==> config.mk <==
export PLATFORM = sky130hd
export DESIGN_NAME = mem_arbiter
export DESIGN_NICKNAME = d
export VERILOG_FILES = /design/src/rtl/mem_arbiter.sv
export SDC_FILE = /design/constraint.sdc
export NUM_CORES = 1
export LEC_CHECK = 0
export ABC_CLOCK_PERIOD_IN_PS = 2990
export CELL_PAD_IN_SITES_DETAIL_PLACEMENT = 1
export CELL_PAD_IN_SITES_GLOBAL_PLACEMENT = 1
export CORE_ASPECT_RATIO = 0.6
export CORE_MARGIN = 2
export CORE_UTILIZATION = 31
export DETAILED_ROUTE_END_ITERATION = 12
export PLACE_DENSITY_LB_ADDON = 0.05
export RECOVER_POWER = 25
export SLEW_MARGIN = 30
export SYNTH_ARGS = -nofsm -noshare
export SYNTH_HDL_FRONTEND = slang
export SYNTH_SLANG_ARGS = --single-unit
==> constraint.sdc <==
create_clock -name clk -period 2.99 [get_ports clk]
set_clock_uncertainty 0.1 [all_clocks]
set_input_delay 0.897 -clock clk [delete_from_list [all_inputs] [get_ports clk]]
set_output_delay 0.897 -clock clk [all_outputs]
set_load 0.1 [all_outputs]
==> src/rtl/mem_arbiter.sv <==
// Two-port arbiter for the shared single-port data/instruction memory. It serialises instruction
// fetches and loads/stores, flags bad word addresses and returns registered data with an ack pulse.
module mem_arbiter #(
  parameter int unsigned MEM_BYTES = 1024,
  parameter int unsigned MAX_WAIT  = 3
) (
  input  logic        clk,
  input  logic        rst,

  input  logic        i_req,
  input  logic [31:0] i_addr,
  output logic        i_ack,
  output logic [31:0] i_rdata,
  output logic        i_err,

  input  logic        d_req,
  input  logic        d_we,
  input  logic [31:0] d_addr,
  input  logic [31:0] d_wdata,
  output logic        d_ack,
  output logic [31:0] d_rdata,
  output logic        d_err,

  output logic        MemRead,
  output logic        MemWrite,
  output logic [31:0] mem_addr,
  output logic [31:0] mem_wd,
  input  logic [31:0] mem_rd,

  output logic        busy
);

  localparam int unsigned WaitW    = (MAX_WAIT > 0) ? $clog2(MAX_WAIT + 1) : 1;
  localparam logic [31:0] LastWord = 32'(MEM_BYTES - 4);

  typedef enum logic [1:0] {StIdle, StAccess, StDone} state_e;

  state_e           state_q;
  logic [WaitW-1:0] wait_cnt_q;
  logic             sel_d_q;
  logic             we_q;
  logic             err_q;

  logic             grant_i;
  logic             grant_d;
  logic [31:0]      g_addr;
  logic             g_we;
  logic [31:0]      g_wdata;
  logic             g_err;

  // D normally wins a conflict; I is forced through once it has lost MAX_WAIT in a row.
  always_comb begin
    grant_i = 1'b0;
    grant_d = 1'b0;
    if (i_req && d_req) begin
      if (wait_cnt_q == WaitW'(MAX_WAIT)) begin
        grant_i = 1'b1;
      end else begin
        grant_d = 1'b1;
      end
    end else begin
      grant_i = i_req;
      grant_d = d_req;
    end
    g_addr  = grant_d ? d_addr : i_addr;
    g_we    = grant_d & d_we;
    g_wdata = grant_d ? d_wdata : 32'h0;
    g_err   = (g_addr[1:0] != 2'b00) || (g_addr > LastWord);
  end

  always_ff @(posedge clk) begin
    if (rst) begin
      state_q    <= StIdle;
      wait_cnt_q <= '0;
      sel_d_q    <= 1'b0;
      we_q       <= 1'b0;
      err_q      <= 1'b0;
      i_ack      <= 1'b0;
      i_err      <= 1'b0;
      i_rdata    <= 32'h0;
      d_ack      <= 1'b0;
      d_err      <= 1'b0;
      d_rdata    <= 32'h0;
      MemRead    <= 1'b0;
      MemWrite   <= 1'b0;
      mem_addr   <= 32'h0;
      mem_wd     <= 32'h0;
      busy       <= 1'b0;
    end else begin
      unique case (state_q)
        StIdle: begin
          if (grant_i || grant_d) begin
            sel_d_q  <= grant_d;
            we_q     <= g_we;
            err_q    <= g_err;
            mem_addr <= g_addr;
            mem_wd   <= g_wdata;
            MemRead  <= !g_we && !g_err;
            MemWrite <= g_we && !g_err;
            busy     <= 1'b1;
            state_q  <= StAccess;
            if (grant_i) begin
              wait_cnt_q <= '0;
            end else if (i_req && (wait_cnt_q != WaitW'(MAX_WAIT))) begin
              wait_cnt_q <= wait_cnt_q + WaitW'(1);
            end
          end
        end
        StAccess: begin
          MemRead  <= 1'b0;
          MemWrite <= 1'b0;
          if (sel_d_q) begin
            d_ack   <= 1'b1;
            d_err   <= err_q;
            d_rdata <= (err_q || we_q) ? 32'h0 : mem_rd;
          end else begin
            i_ack   <= 1'b1;
            i_err   <= err_q;
            i_rdata <= (err_q || we_q) ? 32'h0 : mem_rd;
          end
          state_q <= StDone;
        end
        StDone: begin
          i_ack   <= 1'b0;
          i_err   <= 1'b0;
          d_ack   <= 1'b0;
          d_err   <= 1'b0;
          busy    <= 1'b0;
          state_q <= StIdle;
        end
        default: state_q <= StIdle;
      endcase
    end
  end

endmodule

==> run_results.csv <==
group,metric,value,unit
critical_path,worst-endpoint-arrival,2770,ps
sta,finalMaxSlewViolations,0,
floorplan,die_width,176,um
cts,cts_tree,"yes",
global_route,grt_pass1_vias,6060,
final_layout,register_area,2840,um2
placed_design,gp_congestion,0.822,
cts,cts.repair.resized,0,
critical_path,critPathKind,"in -> reg",
floorplan,die_y,107,um
logic_synthesis,yosysTopAreaCellShare,51.7,%
power,peakVddDrop,0.347,mV
placed_design,io_buffer_count,267,
power,leakage,0.00345,uW
logic_synthesis,synth_mux_area_share,0.182,%
logic_synthesis,synth_area,5500,um2
critical_path,crit_fanout,32,
final_layout,syn2layout_area_growth,58.2,%
final_layout,nFillCells,1996,
routing,via_per_inst,5.02,
final_layout,multiInputGateArea,2410,um2
floorplan,start_util,31.8,%
routing,first_pass_iters,4,
sta,post-route-period-util,85.0,%
routing,detail_route.wl_per_cell,17.8,um
sta,tns,0,ps
global_route,antenna_found_initial,0,
global_route,grt_use_total,21.9,%
power,power.density,678,nW/um2
logic_synthesis,ys_seq_area_share,51.7,%
sta,min_period,2540,ps
logic_synthesis,synth_common_cells,"142 x dfxtp_1, 134 x nand2_1, 81 x nor2_1",
routing,final_antenna_net_count,0,
logic_synthesis,syn_avg_cell_area,8.27,um2
routing,post-route-drc-count,0,
floorplan,pin_count,268,
critical_path,max_stage_delay,550,ps
critical_path,cp_slowest_cell,"dlygate4sd3_1",
cts,postCtsHoldBufs,0,
logic_synthesis,synth_most_common_cell,"dfxtp_1",
cts,clkTransAtPathRegs,60,ps
final_layout,final_util,50.4,%
critical_path,crit_path_frequent_cell,"nor2_1",
logic_synthesis,synth-xor-area-share,0,%
cts,cts-root-buf,"clkbuf_16",
global_route,gr-total-overflow,0,
global_route,grt_max_degree,65,
critical_path,crit_chain,"dlygate4sd3_1 -> clkbuf_1 -> nor2_1 -> nor4_4 -> buf_12 -> a22oi_1 -> nor2_1",
floorplan,row_count,37,
cts,cts_buffers,17,
power,swShare,35.1,%
logic_synthesis,yosysWarnings,0,
cts,postCtsSetupRepairBufs,0,
logic_synthesis,yosysTopAreaCell,"dfxtp_1",
logic_synthesis,synthCells,665,
sta,timing_hold_violations_final,0,
cts,clk_path_buf_depth,2,
run,drv_cap,0,
placed_design,dp_hpwl,14900,um
logic_synthesis,synth_compound_area_share,18.4,%
power,combPwrFrac,26.6,%
routing,first_iter_violations,281,
logic_synthesis,synthSimpleGateAreaFrac,24.6,%
logic_synthesis,synth_seq_cells,142,
logic_synthesis,synth_edf_count,0,
critical_path,cp-end-kind,"flip-flop",
cts,clkLatencyLatePin,410,ps
sta,max_slew_margin,13.8,%
floorplan,core,17300,um2
power,switchingPower,2070,uW
power,seqPwrFrac,35.2,%
final_layout,nets,1049,
outcome,outcome,"complete, no violations",
sta,worst_slew_pin_slew,1290,ps
floorplan,die-area,18900,um2
sta,final-setup-viol-count,0,
sta,fmax,393,MHz
cts,numClockSinks,142,
final_layout,drive_above_1_share,21.0,%
routing,via_count,5828,
worst_hold_path,hold_path_class,"reg -> reg",
critical_path,critPathRequiredTime,3220,ps
logic_synthesis,netlist_top_cells_area,"dfxtp_1 52%, nand2_1 9.1%, a21oi_1 6.6%",
logic_synthesis,synthDistinctLibCells,35,
power,pwr-share-clk,38.2,%
logic_synthesis,synth_top_family_by_area,"simple AND/OR/NAND/NOR gates",
final_layout,n_antenna_cell,0,
critical_path,cp-start-kind,"input port",
sta,rsz0062_at_grt,"false",
logic_synthesis,async_flop_share,0,%
cts,cts_max_level,4,
logic_synthesis,ys.flop_type,"dfxtp_1",
logic_synthesis,syn_nets,799,
routing,drt-total-wl,20700,um
logic_synthesis,synth_fa_ha_area_share,0.228,%
power,p_int,3830,uW
global_route,grt_pass1_wl,32500,um
[worst max-delay path: cells and delay by family]
family / cells / cell delay, ps
compound gates: 1 / 110
buf+inv: 3 / 1050
simple gates: 3 / 710
[power groups by stage]
stage	Sequential, uW	Clock, uW	Combinational (uW)
final	2080	2250	1570
after global routing	2090	2390	1640
after CTS	2080	2300	1580
after detailed placement	2120	0	1570
after global placement	2110	0	1550
after floorplan	2850	0	338
[path summary, 6_finish.rpt]
| path | cells after the start | end | from | slack [ps] |
|---|---|---|---|---|
| hold reg to reg | 2 | d_rdata[23]$_SDFFE_PP0P_ | d_rdata[23]$_SDFFE_PP0P_ | 360 |
| setup / recovery | 7 | mem_wd[8]$_SDFFE_PP0P_ | i_req | 450 |
| hold / removal | 2 | d_rdata[23]$_SDFFE_PP0P_ | d_rdata[23]$_SDFFE_PP0P_ | 360 |
| setup reg to reg | 5 | d_rdata[0]$_SDFFE_PP0P_ | state_q[0]$_SDFFE_PP0P_ | 790 |
[stage by stage]
stage / setup slack [ps] / power, uW / instance area [um2] / hold slack (ps) / std cells
4_1_cts: 570 / 5950 / 8710 / 357 / 1162
5_1_grt: 304 / 6130 / 8700 / 378 / 1162
3_3_place_gp: 228 / 3660 / 8090 / 344 / 1130
2_1_floorplan: 806 / 3190 / 5500 / 349 / 665
6_report: 449 / 5900 / 8700 / 360 / 1162
3_5_place_dp: 155 / 3690 / 8090 / 348 / 1130
[layer usage]
| layer | GRT usage, % | vias to the layer above | part of all wire [%] | routed length (um) |
|---|---|---|---|---|
| li1 | - | 2824 | - | - |
| met1 | 27.6 | 2816 | 45 | 9400 |
| met2 | 35.9 | 169 | 47 | 9740 |
| met3 | 6.77 | 19 | 6.3 | 1300 |
| met4 | 6.67 | 0 | 1.4 | 281 |
| met5 | 0 | - | 0 | 0 |
[registers in the layout, indices dropped and copies added, names as in the netlist, 2 cells and up]
signal      cells
mem_addr       32
wait_cnt_q      2
d_rdata        32
i_rdata        32
mem_wd         32
state_q         2
[placed cells by master, fill, tap and decap left out, drive strengths merged, types with 24 or more instances in the layout]
cell type	n
a21oi	72
a22oi	33
a311oi	32
buf	151
clkbuf	24
clkdlybuf4s50	130
dfxtp	142
nand2	134
nand3	69
nor2	81
[layout make-up]
type,instances,area share (%)
clock buffer,19,4.98
clock inverter,13,2.17
inverter,3,0.129
multi-input combinational,464,27.7
sequential,142,32.7
tap,234,3.37
timing repair buffer,287,28.9
[kinds of logic (layout without fill, tap and decap cells)]
family | after synthesis | after routing
AO/OA/AOI/OAI | 151 | 151
adder cells (fa/ha/maj) | 1 | 1
buffers and inverters | 59 | 322
flip-flops | 142 | 142
multiplexers | 1 | 1
AND/OR/NAND/NOR | 311 | 311
Power figures use the tool's default switching activity.
